--- src/rtl/sprite_rom_arbiter_if.sv ---
// rtl/sprite_rom_arbiter_if.sv - request/grant and ROM-side signal bundle for sprite_rom_arbiter
interface sprite_rom_arbiter_if #(
    parameter int NREQ = 4,
    parameter int AW   = 18,
    parameter int DW   = 8
);
    logic [NREQ-1:0]    req;
    logic [NREQ*AW-1:0] addr;
    logic [NREQ-1:0]    gnt;
    logic [AW-1:0]      rom_addr;
    logic [DW-1:0]      rom_data;
    logic [NREQ-1:0]    rvalid;
    logic [DW-1:0]      rdata;
    logic               addr_err;

    modport slave (
        input  req, addr, rom_data,
        output gnt, rom_addr, rvalid, rdata, addr_err
    );

    modport master (
        output req, addr, rom_data,
        input  gnt, rom_addr, rvalid, rdata, addr_err
    );
endinterface

--- src/rtl/sprite_rom_arbiter.sv ---
// rtl/sprite_rom_arbiter.sv - round-robin arbiter sharing one sprite ROM read port
// Grant is combinational; returned data is tagged back after a fixed READ_LAT+2 cycles.
module sprite_rom_arbiter #(
    parameter int NREQ      = 4,
    parameter int AW        = 18,
    parameter int DW        = 8,
    parameter int READ_LAT  = 1,
    parameter int ROM_DEPTH = 200000
) (
    input  logic                Clk50,
    input  logic                Reset_n,
    sprite_rom_arbiter_if.slave bus
);
    localparam int IW = (NREQ > 1) ? $clog2(NREQ) : 1;
    localparam logic [AW:0] ROM_DEPTH_W = (AW+1)'(ROM_DEPTH);

    typedef struct packed {
        logic          valid;
        logic [IW-1:0] id;
    } tag_t;

    logic [IW-1:0]   last_q, last_d;
    logic [AW-1:0]   rom_addr_q, rom_addr_d;
    logic [DW-1:0]   rdata_q, rdata_d;
    logic [NREQ-1:0] rvalid_q, rvalid_d;
    logic            addr_err_q, addr_err_d;
    tag_t            tag_q [READ_LAT+1];
    tag_t            tag_d [READ_LAT+1];

    logic            found;
    logic [IW-1:0]   gnt_id;
    logic [AW-1:0]   sel_addr;
    logic            illegal;

    // Search starts just past the last winner so every requester waits at most NREQ-1 cycles.
    always_comb begin
        found  = 1'b0;
        gnt_id = last_q;
        for (int k = 1; k <= NREQ; k++) begin
            if (!found && bus.req[(int'(last_q) + k) % NREQ]) begin
                found  = 1'b1;
                gnt_id = IW'((int'(last_q) + k) % NREQ);
            end
        end
        sel_addr = bus.addr[int'(gnt_id)*AW +: AW];
        illegal  = ({1'b0, sel_addr} >= ROM_DEPTH_W);
        bus.gnt  = found ? (NREQ'(1) << gnt_id) : '0;
    end

    always_comb begin
        last_d     = last_q;
        rom_addr_d = rom_addr_q;
        addr_err_d = 1'b0;
        tag_d[0]   = '0;
        if (found) begin
            last_d     = gnt_id;
            rom_addr_d = illegal ? '0 : sel_addr;
            addr_err_d = illegal;
            tag_d[0]   = '{valid: 1'b1, id: gnt_id};
        end
        for (int s = 1; s <= READ_LAT; s++) begin
            tag_d[s] = tag_q[s-1];
        end
        // The oldest tag lines up with the cycle rom_data is valid for it.
        rvalid_d = '0;
        rdata_d  = rdata_q;
        if (tag_q[READ_LAT].valid) begin
            rvalid_d = NREQ'(1) << tag_q[READ_LAT].id;
            rdata_d  = bus.rom_data;
        end
    end

    always_ff @(posedge Clk50 or negedge Reset_n) begin
        if (!Reset_n) begin
            last_q     <= IW'(NREQ - 1);
            rom_addr_q <= '0;
            rdata_q    <= '0;
            rvalid_q   <= '0;
            addr_err_q <= 1'b0;
            for (int s = 0; s <= READ_LAT; s++) begin
                tag_q[s] <= '0;
            end
        end else begin
            last_q     <= last_d;
            rom_addr_q <= rom_addr_d;
            rdata_q    <= rdata_d;
            rvalid_q   <= rvalid_d;
            addr_err_q <= addr_err_d;
            for (int s = 0; s <= READ_LAT; s++) begin
                tag_q[s] <= tag_d[s];
            end
        end
    end

    assign bus.rom_addr = rom_addr_q;
    assign bus.rdata    = rdata_q;
    assign bus.rvalid   = rvalid_q;
    assign bus.addr_err = addr_err_q;
endmodule
--- src/flat_wrapper.sv ---
// flat-port wrapper written by rule: the top's interface ports become plain ports
module sprite_rom_arbiter_flat 
#(
    parameter int NREQ      = 4,
    parameter int AW        = 18,
    parameter int DW        = 8,
    parameter int READ_LAT  = 1,
    parameter int ROM_DEPTH = 200000
)
  (Clk50, Reset_n, bus_req, bus_addr, bus_rom_data, bus_gnt, bus_rom_addr, bus_rvalid, bus_rdata, bus_addr_err);
  sprite_rom_arbiter_if #(.NREQ(NREQ), .AW(AW), .DW(DW)) bus_i ();
  input  logic Clk50;
  input  logic Reset_n;
  input wire logic [$bits(bus_i.req)-1:0] bus_req;
  input wire logic [$bits(bus_i.addr)-1:0] bus_addr;
  input wire logic [$bits(bus_i.rom_data)-1:0] bus_rom_data;
  output wire logic [$bits(bus_i.gnt)-1:0] bus_gnt;
  output wire logic [$bits(bus_i.rom_addr)-1:0] bus_rom_addr;
  output wire logic [$bits(bus_i.rvalid)-1:0] bus_rvalid;
  output wire logic [$bits(bus_i.rdata)-1:0] bus_rdata;
  output wire logic [$bits(bus_i.addr_err)-1:0] bus_addr_err;
  assign bus_i.req = bus_req;
  assign bus_i.addr = bus_addr;
  assign bus_i.rom_data = bus_rom_data;
  assign bus_gnt = bus_i.gnt;
  assign bus_rom_addr = bus_i.rom_addr;
  assign bus_rvalid = bus_i.rvalid;
  assign bus_rdata = bus_i.rdata;
  assign bus_addr_err = bus_i.addr_err;
  sprite_rom_arbiter #(.NREQ(NREQ), .AW(AW), .DW(DW), .READ_LAT(READ_LAT), .ROM_DEPTH(ROM_DEPTH)) u_core (.Clk50(Clk50), .Reset_n(Reset_n), .bus(bus_i));
endmodule
--- config.mk ---
export PLATFORM = sky130hd
export DESIGN_NAME = sprite_rom_arbiter_flat
export DESIGN_NICKNAME = d
export VERILOG_FILES = /design/src/rtl/sprite_rom_arbiter_if.sv /design/src/rtl/sprite_rom_arbiter.sv /design/src/flat_wrapper.sv
export SDC_FILE = /design/constraint.sdc
export NUM_CORES = 1
export LEC_CHECK = 0
export ABC_CLOCK_PERIOD_IN_PS = 4000
export BUFFER_PORTS_ARGS = -buffer_cell sky130_fd_sc_hd__buf_4
export CAP_MARGIN = 20
export CORE_MARGIN = 4
export CORE_UTILIZATION = 42
export CTS_CLUSTER_DIAMETER = 50
export CTS_CLUSTER_SIZE = 25
export DETAILED_ROUTE_END_ITERATION = 6
export PLACE_DENSITY_LB_ADDON = 0.15
export SETUP_SLACK_MARGIN = 0.15
export SLEW_MARGIN = 5
export SYNTH_ARGS = -nofsm -noshare
export SYNTH_HDL_FRONTEND = slang
export SYNTH_SLANG_ARGS = --single-unit
--- constraint.sdc ---
create_clock -name Clk50 -period 4 [get_ports Clk50]
set_input_delay 0.4 -clock Clk50 [delete_from_list [all_inputs] [get_ports Clk50]]
set_output_delay 0.4 -clock Clk50 [all_outputs]
set_load 0.005 [all_outputs]
### Word-level counts from Yosys, hierarchy flattened

Index checks and enable logic that the tools add are counted.

* flip-flop bits (word level): 39
* input bits: 86
* output and inout port bits: 35
* logic and storage cells: 61

* add/sub/neg operators: 4
* $mul: 1
* magnitude comparators: 5
* shifts and indexed selects: 3
* multiplexer cells: 25
* bitwise operators: 4
* reductions and logical operators: 10

Operators by type and width (number)
* 72-bit by 32-bit indexed part select with 18-bit output: 1
* 18-bit >= comparator, second input constant: 1
* 18-bit 2-to-1 mux: 1
* 3-bit by 4-bit less-than comparator with 1-bit output, second input constant: 4
* 1-bit 2-to-1 mux: 13
* 1-bit binary-select mux with 2-bit select: 4
* 2-bit 2-to-1 mux: 4
* 4-bit 2-to-1 mux: 2
* 2-bit OR reduction: 4
* 1-bit by 2-bit left shift with 4-bit output, first input constant: 2
* 2-bit by 4-bit multiplier with 6-bit output, second input constant: 1
* 2-bit by 1-bit adder with 2-bit output, second input constant: 2
* 2-bit adder, second input constant: 2
* 1-bit bitwise AND, first input constant: 4
* 1-bit logical AND: 3
* 1-bit logical NOT: 3
* 3-bit 2-to-1 mux: 1

### Depth between registers and ports, before layout

* depth in word-level cells: 20
* depth in mapped cells: 8

### Least setup slack after synthesis

No wires, ideal clock.

* kind: register -> register
* start point: register u_core.last_q[0]
* end point: register u_core.rom_addr_q[0] (netlist: u_core.bus.rom_addr[0])
* arrival time: 1901 ps
* data required time: 3924 ps
* slack: 2022 ps
* cell stages (with the launch flop): 8
* path buffers: 1
* period minus slack after synthesis: 1978 ps
* cells stage by stage: dfstp_2 -> nor2b_4 -> or3_4 -> nand2_4 -> mux2i_1 -> o221ai_4 -> buf_6 -> o21ai_1

* cells in the longest elaborated chain, start to end: 18
* elaborated cells between the ends (all ways): 34
* those cells by class: 4 x add/sub; 1 x mul; 1 x order compare; 1 x shift; 21 x mux; 6 x reduce/logical

RTL lines
* from (decl): line sprite_rom_arbiter.sv:22 `logic [IW-1:0] last_q, last_d;`
* from (signal assigned): line sprite_rom_arbiter.sv:75 `last_q <= IW'(NREQ - 1);`
* from (signal assigned): line sprite_rom_arbiter.sv:84 `last_q <= last_d;`
* 2-bit by 1-bit adder with 2-bit output: line sprite_rom_arbiter.sv:40, sprite_rom_arbiter.sv:42
* 1-bit binary-select mux with 2-bit select: line sprite_rom_arbiter.sv:40 `if (!found && bus.req[(int'(last_q) + k) % NREQ]) begin`
* 1-bit 2-to-1 mux (implied by the code) (2 in series): line sprite_rom_arbiter.sv:40
* 1-bit 2-to-1 mux: line sprite_rom_arbiter.sv:40
* 1-bit logical NOT: line sprite_rom_arbiter.sv:40
* 1-bit logical AND: line sprite_rom_arbiter.sv:40
* 1-bit 2-to-1 mux: line sprite_rom_arbiter.sv:40
* 1-bit logical NOT: line sprite_rom_arbiter.sv:40
* 1-bit logical AND: line sprite_rom_arbiter.sv:40
* 1-bit 2-to-1 mux: line sprite_rom_arbiter.sv:40
* 1-bit logical NOT: line sprite_rom_arbiter.sv:40
* 1-bit logical AND: line sprite_rom_arbiter.sv:40
* 2-bit 2-to-1 mux: line sprite_rom_arbiter.sv:40
* 2-bit by 4-bit multiplier with 6-bit output: line sprite_rom_arbiter.sv:45 `sel_addr = bus.addr[int'(gnt_id)*AW +: AW];`
* 72-bit by 32-bit indexed part select with 18-bit output: line sprite_rom_arbiter.sv:45
* 18-bit >= comparator: line sprite_rom_arbiter.sv:46 `illegal = ({1'b0, sel_addr} >= ROM_DEPTH_W);`
* 18-bit 2-to-1 mux: line sprite_rom_arbiter.sv:57 `rom_addr_d = illegal ? '0 : sel_addr;`
* to (signal assigned): line sprite_rom_arbiter.sv:85 `rom_addr_q <= rom_addr_d;`
* to (decl): line sprite_rom_arbiter.sv:23 `logic [AW-1:0] rom_addr_q, rom_addr_d;`

Several ways; a longest one is shown, not always the timed one. The select of a mux whose other input is x is not followed.
A chain may end at the register's enable or synchronous reset.

### Worst setup path after layout

* start point: register u_core.last_q[0]
* end point: register u_core.rom_addr_q[10] (netlist: u_core.bus.rom_addr[10])

Same word-level chain as after synthesis.

==> impl_metrics.tcl <==
set metrics [dict create \
    outcome "finished, final reports clean" \
    grt_max_degree 42 \
    antenna_found_initial 0 \
    syn_area_sq_um 2300 \
    clockRootBuffer "clkbuf_8" \
    dr_total_vias 2018 \
    period_minus_slack_ns 2.72 \
    cp.depth 6 \
    critPathArrivalTime_ns 2.85 \
    cp.required_ns 4.13 \
    rsz0062_at_grt "no" \
    critPathBufInv 0 \
    die_h_um 82.0 \
    pwr_density_cell_nw_per_um2 589 \
    crit_family "simple AND/OR/NAND/NOR gates" \
    hold_class "input port to async pin" \
    synth_area_leaders "dfrtp_1, mux2i_1, mux2_2" \
    gp_congestion 0.776 \
    synth_seq_area_share_pct 42.5 \
    min_period_over_period_pct 68.0 \
    initial_utilization_pct 44.2 \
    drv_cap 0 \
    reg2regPathDepth 6 \
    post_cts.repair.setup_buffers 0 \
    ys_seq_elements 39 \
    ios 121 \
    start_kind "flip-flop" \
    finalSetupViolations 0 \
    postCtsHoldBufs 0 \
    port_buffers 120 \
    mostFrequentLayoutCell "buf_4" \
    synth_top_area_share_pct 40.2 \
    crit_slowest_cell "o221ai_4" \
    critPathKind "flip-flop to flip-flop" \
    p_leak_nw 1.58 \
    core_area_sq_um 5200 \
    cts_sinks 39 \
    grt_pass1_vias 2081 \
    fin_skew_ns 0.00564 \
    die_w_um 82.0 \
    grt_pass1_wl_mm 9.42 \
    overflow 0 \
    final_antenna_net_count 0 \
    setup_tns_ns 0 \
    final_util_pct 63.3 \
    wl_per_cell_um 15.4 \
    first_pass_iters 4 \
    cts_tree "built" \
    n_antenna_cell 0 \
    max_stage_delay_ns 0.59 \
    synth.net_count 294 \
    yosys_warnings 0 \
    synth.distinct_cells 33 \
    cts_made_buffers 5 \
    via_per_inst 5.08 \
    grtUsageTotal_pct 17.9 \
    crit_fanout 41 \
    clk_path_buf_depth 2 \
    mostFrequentLayoutCells "buf_4, mux2i_1, dfrtp_1" \
    post-route-drc-count 0 \
    wirelength_mm 6.11 \
    hold_viol 0 \
    clk_pin_slew_worst_paths_ns 0.07 \
    final_nets 412 \
    drive_gt1_share_pct 52.3 \
    dp_hpwl_mm 4.85 \
    tightest_slew_ns 0.663 \
    synth_area_per_cell_sq_um 11.1 \
    area_growth_pct 43.2 \
    slew_headroom_pct 55.8 \
    fp.dieArea_sq_um 6730 \
    fmax_mhz 368 \
    h-tree-depth 2 \
    crit_path_end_kind "flip-flop" \
    clock_latency_ns 0.28 \
    row_count 26 \
    post_cts_resized 0 \
    synth_cells 208 \
    drt_iter0_drc 79 \
    drv_slew 0 \
    crit_chain "nor2b_4, or3_4, nand2_4, mux2i_1, o221ai_4, o21ai_1" \
    ir_worst_vdd_mv 0.300 \
    synth_top_cell_by_area "dfrtp_1" \
]
-- cell usage after synthesis (all sizes together) --
library cell / instances
dfrtp: 37
mux2i: 37
mux2: 26
nand2: 25
o21ai: 24
buf: 9
nor3: 9
nor2: 6
nor4: 5
a21oi: 4
nor2b: 4
o211ai: 4
inv: 3
o221ai: 3
clkbuf: 2
dfstp: 2
and2: 1
and3: 1
and3b: 1
nor3b: 1
o211a: 1
o21a: 1
o22a: 1
or3: 1
-- power breakdown --
part / leakage [nW] / switching [mW] / internal, mW
combinational: 1.07 / 0.474 / 0.578
clock: 0.0412 / 0.126 / 0.122
sequential: 0.466 / 0.0896 / 0.554
total: 1.58 / 0.689 / 1.25
-- worst paths after layout --
kind / from / endpoint / slack, ns
worst max-delay path: u_core.last_q[0] / u_core.bus.rom_addr[10] / 1.28
worst min-delay path: Reset_n / u_core.bus.rdata[0] / 0.08
min in group Clk50: u_core.tag_d[2] / u_core.tag_q[2] / 0.35
max in group asynchronous: Reset_n / u_core.last_q[1] / 3.57
worst min register to register: u_core.tag_d[2] / u_core.tag_q[2] / 0.35
worst max register to register: u_core.last_q[0] / u_core.bus.rom_addr[10] / 1.28
-- routing by layer --
metal / track usage [%] / up-vias / share of wire [%]
met2: 31.6 / 84 / 50
li1: - / 996 / -
met4: 4.98 / 0 / 0.97
met3: 5.92 / 8 / 9.2
met5: 0 / - / 0
met1: 20.7 / 930 / 40
-- cells by family after synthesis --
| group | count (synthesis) | share of synthesized area (%) |
|---|---|---|
| simple gates | 54 | 11.8 |
| mux | 63 | 28.8 |
| compound gates | 38 | 12.0 |
| flops | 39 | 42.5 |
| buf+inv | 14 | 4.84 |
-- registers in the layout (all words and copies together) (netlist names) --
| name | flops |
|---|---|
| u_core.bus.rom_addr | 18 |
| u_core.bus.rvalid | 4 |
| u_core.tag_q | 3 |
| u_core.bus.rdata | 8 |
| u_core.tag_d | 3 |
| u_core.last_q | 2 |
| u_core.bus.addr_err | 1 |
-- metrics by stage --
step	std cells	cell area (sq um)	worst slack, ns	total power [mW]	hold slack, ns
6_report	397	3300	1.28	1.94	0.0755
5_1_grt	397	3300	1.11	2.09	0.114
3_3_place_gp	389	3210	1.32	1.70	0.332
4_1_cts	397	3300	1.24	1.97	0.0946
3_5_place_dp	389	3210	1.18	1.72	0.335
2_1_floorplan	208	2300	2.02	1.37	0.104
-- final cells by class --
cell class,count,area (sq um)
clock inverters,2,12.5
repair buffers,122,916
inverters,3,11.3
fillers,466,1910
multi-input cells,155,1220
flip-flops and latches,39,978
clock buffers,6,72.6
well taps,70,87.6
Power figures use the tool's default switching activity.
